### src/rtl/regfile_multiport_pkg.sv
// regfile_multiport_pkg: shared widths, word/tag types and clear-FSM states for the register file
// Exports: XLEN_DEF, NUM_REGS_DEF, word_t, tag_t, rf_state_t
package regfile_multiport_pkg;
    localparam int XLEN_DEF     = 32;
    localparam int NUM_REGS_DEF = 32;
    typedef logic [XLEN_DEF-1:0]              word_t;
    typedef logic [$clog2(NUM_REGS_DEF)-1:0]  tag_t;
    typedef enum logic {RF_CLEAR, RF_READY}   rf_state_t;
endpackage

### src/rtl/rf_write_arbiter.sv
// rf_write_arbiter: resolves all write ports plus the clear override into per-entry write enable/data
// Ports:
//   clr      in   clear sequence active; overrides every write port
//   clr_idx  in   entry being cleared this cycle
//   wr_en    in   per-port write enables
//   wr_addr  in   per-port write addresses
//   wr_data  in   per-port write data
//   ent_we   out  per-entry write enable
//   ent_wd   out  per-entry write data
module rf_write_arbiter import regfile_multiport_pkg::*; #(
    parameter int XLEN     = XLEN_DEF,
    parameter int NUM_REGS = NUM_REGS_DEF,
    parameter int NUM_WR   = 1,
    parameter int ZERO_REG = 1,
    parameter int AW       = $clog2(NUM_REGS)
) (
    input  logic                clr,
    input  logic [AW-1:0]       clr_idx,
    input  logic [NUM_WR-1:0]   wr_en,
    input  logic [AW-1:0]       wr_addr [NUM_WR],
    input  logic [XLEN-1:0]     wr_data [NUM_WR],
    output logic [NUM_REGS-1:0] ent_we,
    output logic [XLEN-1:0]     ent_wd  [NUM_REGS]
);
    // Ascending port scan so the highest matching index overwrites earlier ones.
    // Addresses at or beyond NUM_REGS match no entry and are dropped.
    always_comb begin
        for (int e = 0; e < NUM_REGS; e++) begin
            ent_we[e] = 1'b0;
            ent_wd[e] = '0;
            if (clr)
                ent_we[e] = 32'(clr_idx) == e;
            else if (!(ZERO_REG != 0 && e == 0))
                for (int j = 0; j < NUM_WR; j++)
                    if (wr_en[j] && 32'(wr_addr[j]) == e) begin
                        ent_we[e] = 1'b1;
                        ent_wd[e] = wr_data[j];
                    end
        end
    end
endmodule

### src/rtl/regfile_multiport.sv
// regfile_multiport: N-read/M-write register file with optional bypass and a post-reset clear sequencer
// Ports:
//   clock    in   rising-edge clock
//   reset    in   synchronous active-high reset; restarts the clear sequence
//   rd_addr  in   NUM_RD read addresses
//   rd_data  out  NUM_RD registered read data, 1-cycle latency, 0 while clearing
//   wr_en    in   NUM_WR write enables
//   wr_addr  in   NUM_WR write addresses
//   wr_data  in   NUM_WR write data
//   ready    out  high once every entry has been zeroed
module regfile_multiport import regfile_multiport_pkg::*; #(
    parameter int XLEN     = XLEN_DEF,
    parameter int NUM_REGS = NUM_REGS_DEF,
    parameter int NUM_RD   = 2,
    parameter int NUM_WR   = 1,
    parameter int BYPASS   = 1,
    parameter int ZERO_REG = 1,
    localparam int AW      = $clog2(NUM_REGS)
) (
    input  logic              clock,
    input  logic              reset,
    input  logic [AW-1:0]     rd_addr [NUM_RD],
    output logic [XLEN-1:0]   rd_data [NUM_RD],
    input  logic [NUM_WR-1:0] wr_en,
    input  logic [AW-1:0]     wr_addr [NUM_WR],
    input  logic [XLEN-1:0]   wr_data [NUM_WR],
    output logic              ready
);
    rf_state_t             state_q, state_d;
    logic [AW-1:0]         clr_idx_q, clr_idx_d;
    logic                  ready_q, ready_d;
    logic                  clear;
    logic [XLEN-1:0]       regs_q [NUM_REGS];
    logic [NUM_REGS-1:0]   ent_we;
    logic [XLEN-1:0]       ent_wd [NUM_REGS];

    assign clear = state_q == RF_CLEAR;
    assign ready = ready_q;

    rf_write_arbiter #(
        .XLEN(XLEN), .NUM_REGS(NUM_REGS), .NUM_WR(NUM_WR), .ZERO_REG(ZERO_REG), .AW(AW)
    ) u_arb (
        .clr(clear), .clr_idx(clr_idx_q), .wr_en(wr_en), .wr_addr(wr_addr),
        .wr_data(wr_data), .ent_we(ent_we), .ent_wd(ent_wd)
    );

    always_comb begin
        state_d   = (clear && 32'(clr_idx_q) == NUM_REGS - 1) ? RF_READY : state_q;
        clr_idx_d = clear ? clr_idx_q + 1'b1 : clr_idx_q;
        ready_d   = state_d == RF_READY;
    end

    always_ff @(posedge clock) begin
        if (reset) begin
            state_q   <= RF_CLEAR;
            clr_idx_q <= '0;
            ready_q   <= 1'b0;
        end else begin
            state_q   <= state_d;
            clr_idx_q <= clr_idx_d;
            ready_q   <= ready_d;
        end
    end

    // No reset term: the clear sequencer is the only initialisation path.
    always_ff @(posedge clock) begin
        for (int e = 0; e < NUM_REGS; e++)
            if (ent_we[e])
                regs_q[e] <= ent_wd[e];
    end

    for (genvar i = 0; i < NUM_RD; i++) begin : g_rd
        logic            hit;
        logic [XLEN-1:0] rd_data_d, rd_data_q;
        // The arbiter's per-entry result already encodes priority and x0 dropping, so it doubles as the bypass source.
        always_comb begin
            hit       = 32'(rd_addr[i]) < NUM_REGS && !(ZERO_REG != 0 && rd_addr[i] == '0);
            rd_data_d = (clear || !hit) ? '0 :
                        (BYPASS != 0 && ent_we[rd_addr[i]]) ? ent_wd[rd_addr[i]] : regs_q[rd_addr[i]];
        end
        always_ff @(posedge clock) begin
            if (reset)
                rd_data_q <= '0;
            else
                rd_data_q <= rd_data_d;
        end
        assign rd_data[i] = rd_data_q;
    end
endmodule

### config.mk
export PLATFORM = sky130hd
export DESIGN_NAME = regfile_multiport
export DESIGN_NICKNAME = d
export VERILOG_FILES = /design/src/rtl/regfile_multiport_pkg.sv /design/src/rtl/rf_write_arbiter.sv /design/src/rtl/regfile_multiport.sv
export SDC_FILE = /design/constraint.sdc
export NUM_CORES = 2
export LEC_CHECK = 0
export CAP_MARGIN = 0
export CELL_PAD_IN_SITES_DETAIL_PLACEMENT = 1
export CELL_PAD_IN_SITES_GLOBAL_PLACEMENT = 1
export CORE_MARGIN = 2
export CORE_UTILIZATION = 48
export DETAILED_ROUTE_END_ITERATION = 12
export PLACE_DENSITY = 0.76
export SLEW_MARGIN = 20
export SYNTH_ARGS = -nofsm -noshare
export SYNTH_HDL_FRONTEND = slang
export SYNTH_HIERARCHICAL = 1
export SYNTH_SLANG_ARGS = --single-unit
### constraint.sdc
create_clock -name clock -period 6.1 [get_ports clock]
set_clock_uncertainty 0.15 [all_clocks]
set_input_delay 1.22 -clock clock [delete_from_list [all_inputs] [get_ports clock]]
set_output_delay 1.22 -clock clock [all_outputs]
set_load 0.1 [all_outputs]
# Word-level counts from Yosys, hierarchy flattened
# Memories as Yosys holds them, arrays and structs flattened.
# Cells that the tools add are included.
# Widths: inputs -> output; s select.
word_totals:
  word_cells: 439
  latch_bits: 0
  rom_bits: 0
  ff_bits: 70
  in_bits: 50
  ramBits: 1024
  memories: 1
memory_table:
  columns: ["name", "words", "word_bits", "read_ports", "rd_ports_with_merged_regs", "wr", "line", "rtl"]
  rows:
  - ["regs_q", 32, 32, 2, 0, 1, "regfile_multiport.sv:33", "logic [XLEN-1:0] regs_q [NUM_REGS];"]
classes:
  n_lt_le_gt_ge: 4
  n_mux: 294
  div: 0
  bitwise: 3
  shifts: 0
  mul: 0
  add_sub_neg: 1
  n_reduce_logical: 70
  eq_ne: 62
ops:
  columns: ["cell", "n"]
  rows:
  - ["$mux 32", 99]
  - ["$reduce_or 32->1", 31]
  - ["$bmux 32 s5", 2]
  - ["$eq 5x5->1 const B", 32]
  - ["$mux 1", 160]
  - ["$mux 5", 31]
  - ["$eq 5x4->1 const B", 16]
  - ["$eq 5x3->1 const B", 8]
  - ["$logic_and 1x1->1", 32]
  - ["$eq 5x2->1 const B", 4]
  - ["$logic_not 5->1", 3]
  - ["$ge 6x6->1 const B", 2]
  - ["$lt 5x6->1 const B", 2]
  - ["$not 5->6", 2]
  - ["$bmux 1 s5", 2]
  - ["$eq 5x1->1 const B", 2]
  - ["$add 5x1->5 const B", 1]
  - ["$reduce_or 2->1", 2]
  - ["$logic_or 1x1->1", 2]
  - ["$not 1->1", 1]

# Longest topological paths before layout
logic_depth:
  ltp_word: 38
  ltp_mapped: 15
  ltp_nobuf: 9

# Hierarchy
# Netlist, hierarchy kept.
modules_own_cells:
  columns: ["module", "area_each_um2", "n_inst", "cells_each", "seq_area_each_um2"]
  rows:
  - ["regfile_multiport", 66635.2, 1, 4430, 32150.8]
  - ["rf_write_arbiter", 9267.6, 1, 1623, 0.0]

# Least setup slack after synthesis
# OpenSTA, ideal clock, no wires.
synth_timing:
  kind: "register to register"
  startpoint: "register ready (netlist name)"
  endpoint: "register g_rd[0].rd_data_q[14]"
  setup_slack_ns: -0.397
  stages_incl_launch_ff: 14
  setup_time_ns: 0.080
  arrival_time_ns: 6.268
  path_cell_list: "dfxtp_1 clkbuf_1 inv_1 buf_2 or3b_1 buf_4 buf_2 o32ai_1 mux4_2 a22oi_2 nand4_2 clkbuf_1 nor2_1 nor3b_1"
synth_lines:
  columns: ["element", "line", "rtl"]
  rows:
  - ["end signal, assigned", "regfile_multiport.sv:85", "rd_data_q <= rd_data_d;"]
  - ["end, declared", "regfile_multiport.sv:74", "logic [XLEN-1:0] rd_data_d, rd_data_q;"]

==> impl_metrics.csv <==
group,metric,value,unit
grt,top_usage_layer,"met2",
grt,grt_antenna_before_repair,27,
sta,final.min_clock_period,4.62,ns
logic_synthesis,synth_sequential_area_ratio,42.4,%
cells_and_area,num-nets-final,5889,
clocking,clkLatencyLatePin,0.83,ns
place,hpwl,220,mm
place,dp_worst_setup_slack,0.960,ns
logic_synthesis,post_synth.cell_area_avg,12.5,µm²
grt,grt.total_usage,43.9,%
flow_run,max_cap_viols,0,
clocking,cts_resized,0,
grt,grt_pass1_vias,66400,
run_status,outcome,"finished, final reports clean",
cells_and_area,area_growth_syn_to_layout,9.42,%
sta,final.period_utilization,75.7,%
pwr,clock_power_share,42.8,%
logic_synthesis,synth_enable_flop_cells,1024,
die,die-area,0.161,mm²
sta,setup_repair_after_global_routing_missed_its_margin,"false",
worst_setup_path,worst_endpoint_required_time,6.60,ns
sta,setup_viol,0,
route,remaining_drc_errors,0,
clocking,post-cts-setup-buffer-count,0,
route,drt-initial-drc-count,11800,
route,post_drt_via_cell_ratio,8.27,
sta,finalHoldViolations,0,
pwr,power.density,228,mW/mm²
clocking,cts-root-to-sink-buffers,3,
pwr,vdd_drop_max,247,µV
cells_and_area,finish.cell_count_without_fillers,8033,
die,die_height,402,µm
sta,timing.hold.ws,0.477,ns
die,fp-row-count,145,
route,dr_total_vias,66400,
grt,pin_count_of_the_biggest_net_entering_global_routing,172,
cells_and_area,most_frequent_cells_in_the_layout,"sky130_fd_sc_hd__edfxtp_1, sky130_fd_sc_hd__nor3_1, sky130_fd_sc_hd__mux2i_1",
worst_setup_path,worst-endpoint-arrival,5.12,ns
worst_setup_path,crit_path_start_kind,"flip-flop",
clocking,htree_num_levels,4,
cells_and_area,filler_cell_count,15500,
sta,slew_viol_final,0,
logic_synthesis,register_bit_count_reported_by_yosys,1094,
sta,worst_slew_margin_rel,10.4,%
clocking,cts_buffers,131,
clocking,cts_tree,"done",
logic_synthesis,syn_inst,6053,
die,starting_density_of_the_core,48.5,%
pwr,power.switching_fraction,27.9,%
logic_synthesis,largest_family_of_logic_cells_by_synthesized_area,"multiplexers",
cells_and_area,layout-drive-gt1-share,22.4,%
grt,groute.layer.met2.usage,60.8,%
logic_synthesis,synth_xor_xnor_area_share,0.0346,%
logic_synthesis,asyncSetResetFlopFracSynth,0,%
grt,wire_length_of_the_first_global_routing_pass,504,mm
cells_and_area,leading_cell_type_in_the_layout_fill_and_taps_excluded,"sky130_fd_sc_hd__edfxtp_1",
logic_synthesis,synth_area_in_adders,0.0330,%
worst_setup_path,path_max_fanout,74,
place,port-buffer-count,114,
logic_synthesis,synthSimpleGateAreaFrac,13.4,%
route,avgRoutedWirePerCell,45.0,µm
pwr,total_leakage_power,27.9,nW
route,ant_nets,0,
place,placed_cells,7762,
logic_synthesis,synth.cell_area,0.0759,mm²
grt,grt.overflow.total,0,
logic_synthesis,post_synth_mux_area_share,30.2,%
sta,worst-slew-pin-transition,1.34,ns
logic_synthesis,synth_compound_gate_area_share,8.18,%
die,fp.dieW,402,µm
pwr,power.switching,0.00528,W
logic_synthesis,postSynth.topFlopCell,"sky130_fd_sc_hd__edfxtp_1",
sta,final_critical_path_setup_slack,1.48,ns
logic_synthesis,synthesis.yosys.warnings,6,
sta,fin_setup_tns,0,ns
sta,achievable-frequency,216,MHz
route,drtPass1Iterations,9,
pwr,power.internal,0.0136,W
place,gp_routability_congestion,0.964,
clocking,holdBufCountCts,0,
clocking,clock_sinks,1094,
worst_setup_path,crit_type,"flip-flop to flip-flop",
pwr,share_of_power_burned_in_combinational_logic,13.8,%
route,wirelength,362,mm
clocking,cts-root-buf,"sky130_fd_sc_hd__clkbuf_16",
grt,grt.met1_usage,54.6,%
die,floorplan.core_area,0.157,mm²
pwr,power.sequential.fraction,43.5,%
die,floorplan.io_pins,115,
worst_setup_path,setup.worst_path.end_class,"flip-flop",
clocking,clk_transition_reported_paths,0.06,ns
grt,met3_usage,18.1,%
hold_path,worst_hold_path_type,"flip-flop to flip-flop",
logic_synthesis,count_of_cell_types_in_the_netlist,74,
-- synthesized netlist by cell type, types with 6 or more instances --
cell	number	share of area, %
sky130_fd_sc_hd__or2_2	7	0.058
sky130_fd_sc_hd__mux4_2	622	18
sky130_fd_sc_hd__buf_6	80	1.2
sky130_fd_sc_hd__mux2_2	21	0.31
sky130_fd_sc_hd__o32ai_1	31	0.36
sky130_fd_sc_hd__edfxtp_1	1024	41
sky130_fd_sc_hd__nor2_1	102	0.50
sky130_fd_sc_hd__a221oi_1	53	0.61
sky130_fd_sc_hd__nor3_1	989	6.5
sky130_fd_sc_hd__buf_2	185	1.2
sky130_fd_sc_hd__o22ai_1	42	0.35
sky130_fd_sc_hd__a22o_1	26	0.30
sky130_fd_sc_hd__o211ai_1	14	0.14
sky130_fd_sc_hd__and3_1	10	0.082
sky130_fd_sc_hd__a211oi_1	51	0.50
sky130_fd_sc_hd__buf_8	17	0.34
sky130_fd_sc_hd__nand2b_1	14	0.12
sky130_fd_sc_hd__or3b_2	64	0.74
sky130_fd_sc_hd__buf_12	10	0.26
sky130_fd_sc_hd__buf_4	95	0.94
sky130_fd_sc_hd__o21ai_1	8	0.053
sky130_fd_sc_hd__mux2i_1	854	11
sky130_fd_sc_hd__nor2b_1	34	0.28
sky130_fd_sc_hd__o2111ai_1	6	0.069
sky130_fd_sc_hd__nand4_1	43	0.35
sky130_fd_sc_hd__dfxtp_1	70	1.8
sky130_fd_sc_hd__clkbuf_1	315	1.6
sky130_fd_sc_hd__nor3_2	67	0.88
sky130_fd_sc_hd__a21oi_1	63	0.42
sky130_fd_sc_hd__and2_1	12	0.099
sky130_fd_sc_hd__a41o_1	10	0.13
sky130_fd_sc_hd__a22oi_1	467	4.6
sky130_fd_sc_hd__nand3_1	264	1.7
sky130_fd_sc_hd__o21ai_0	11	0.073
sky130_fd_sc_hd__a31oi_1	16	0.13
sky130_fd_sc_hd__nand3b_1	129	1.3
sky130_fd_sc_hd__nand2_1	106	0.52
sky130_fd_sc_hd__buf_1	49	0.24
-- metrics by stage --
step | instance area [µm²] | utilization (%) | power (W)
final | 83100 | 53.0 | 0.0189
after global routing | 83000 | 53.0 | 0.0191
after CTS | 83000 | 53.0 | 0.0187
after detailed placement | 78700 | 50.2 | 0.0108
after global placement | 78600 | 50.2 | 0.0108
after floorplan | 76200 | - | 0.00987
-- cell families (layout without fill, tap and decap cells) --
| logic type | Yosys count | count (layout) |
|---|---|---|
| adder cells (fa/ha/maj) | 2 | 2 |
| AND/OR/NAND/NOR | 1864 | 1864 |
| buffers and inverters | 756 | 619 |
| AO/OA/AOI/OAI | 832 | 832 |
| other | 1 | 60 |
| flip-flops | 1094 | 1094 |
| multiplexers | 1501 | 1501 |
| XOR/XNOR | 3 | 3 |
-- state kept, by name, indices dropped and copies added, names as in the netlist --
signal	count
clr_idx_q	5
regs_q	1024
ready	1
g_rd.rd_data_q	64
-- per-layer routing --
metal | part of all wire (%) | wire length, µm | up-vias
met5 | 0.062 | 223 | -
met4 | 9.0 | 32400 | 30
met3 | 17 | 60800 | 1865
met2 | 41 | 149000 | 6780
met1 | 33 | 120000 | 33200
li1 | - | - | 24600
-- power groups by stage --
stage               clock (W)  sequential, W  combinational, W
finish                0.00808        0.00821           0.00261
global route          0.00831        0.00821           0.00259
global placement            0        0.00836           0.00241
CTS                   0.00805        0.00821           0.00246
detailed placement          0        0.00837           0.00245
floorplan                   0        0.00835           0.00152
-- critical path, cell delays in order (launching register included) --
cell	delay (ns)
sky130_fd_sc_hd__dfxtp_1	0.30
sky130_fd_sc_hd__buf_4	0.19
sky130_fd_sc_hd__inv_1	0.45
sky130_fd_sc_hd__or3b_4	0.66
sky130_fd_sc_hd__buf_12	0.48
sky130_fd_sc_hd__buf_4	0.39
sky130_fd_sc_hd__nor3_1	0.14
sky130_fd_sc_hd__mux4_2	0.49
sky130_fd_sc_hd__a22oi_1	0.22
sky130_fd_sc_hd__nand3_1	0.14
sky130_fd_sc_hd__a221oi_1	0.62
sky130_fd_sc_hd__a211oi_1	0.18
-- final timing paths --
| kind | start | endpoint | slack [ns] | cells after the start |
|---|---|---|---|---|
| worst max-delay path | ready | g_rd[0].rd_data_q[6] | 1.48 | 11 |
| worst min-delay path | clr_idx_q[1] | clr_idx_q[1] | 0.48 | 2 |
| worst max register to register | ready | g_rd[0].rd_data_q[6] | 1.48 | 11 |
| worst min register to register | clr_idx_q[1] | clr_idx_q[1] | 0.48 | 2 |
-- layout make-up --
type	count	area (µm²)	share of cell area (%)
clock inverter	48	536	0.645
tap	2058	2570	3.10
inverter	5	18.8	0.0226
sequential	1094	32200	38.7
timing repair buffer	371	3590	4.32
multi-input combinational	4234	40300	48.6
antenna	28	70.1	0.0844
clock buffer	195	3770	4.55
(Power assumes the default switching activity.)
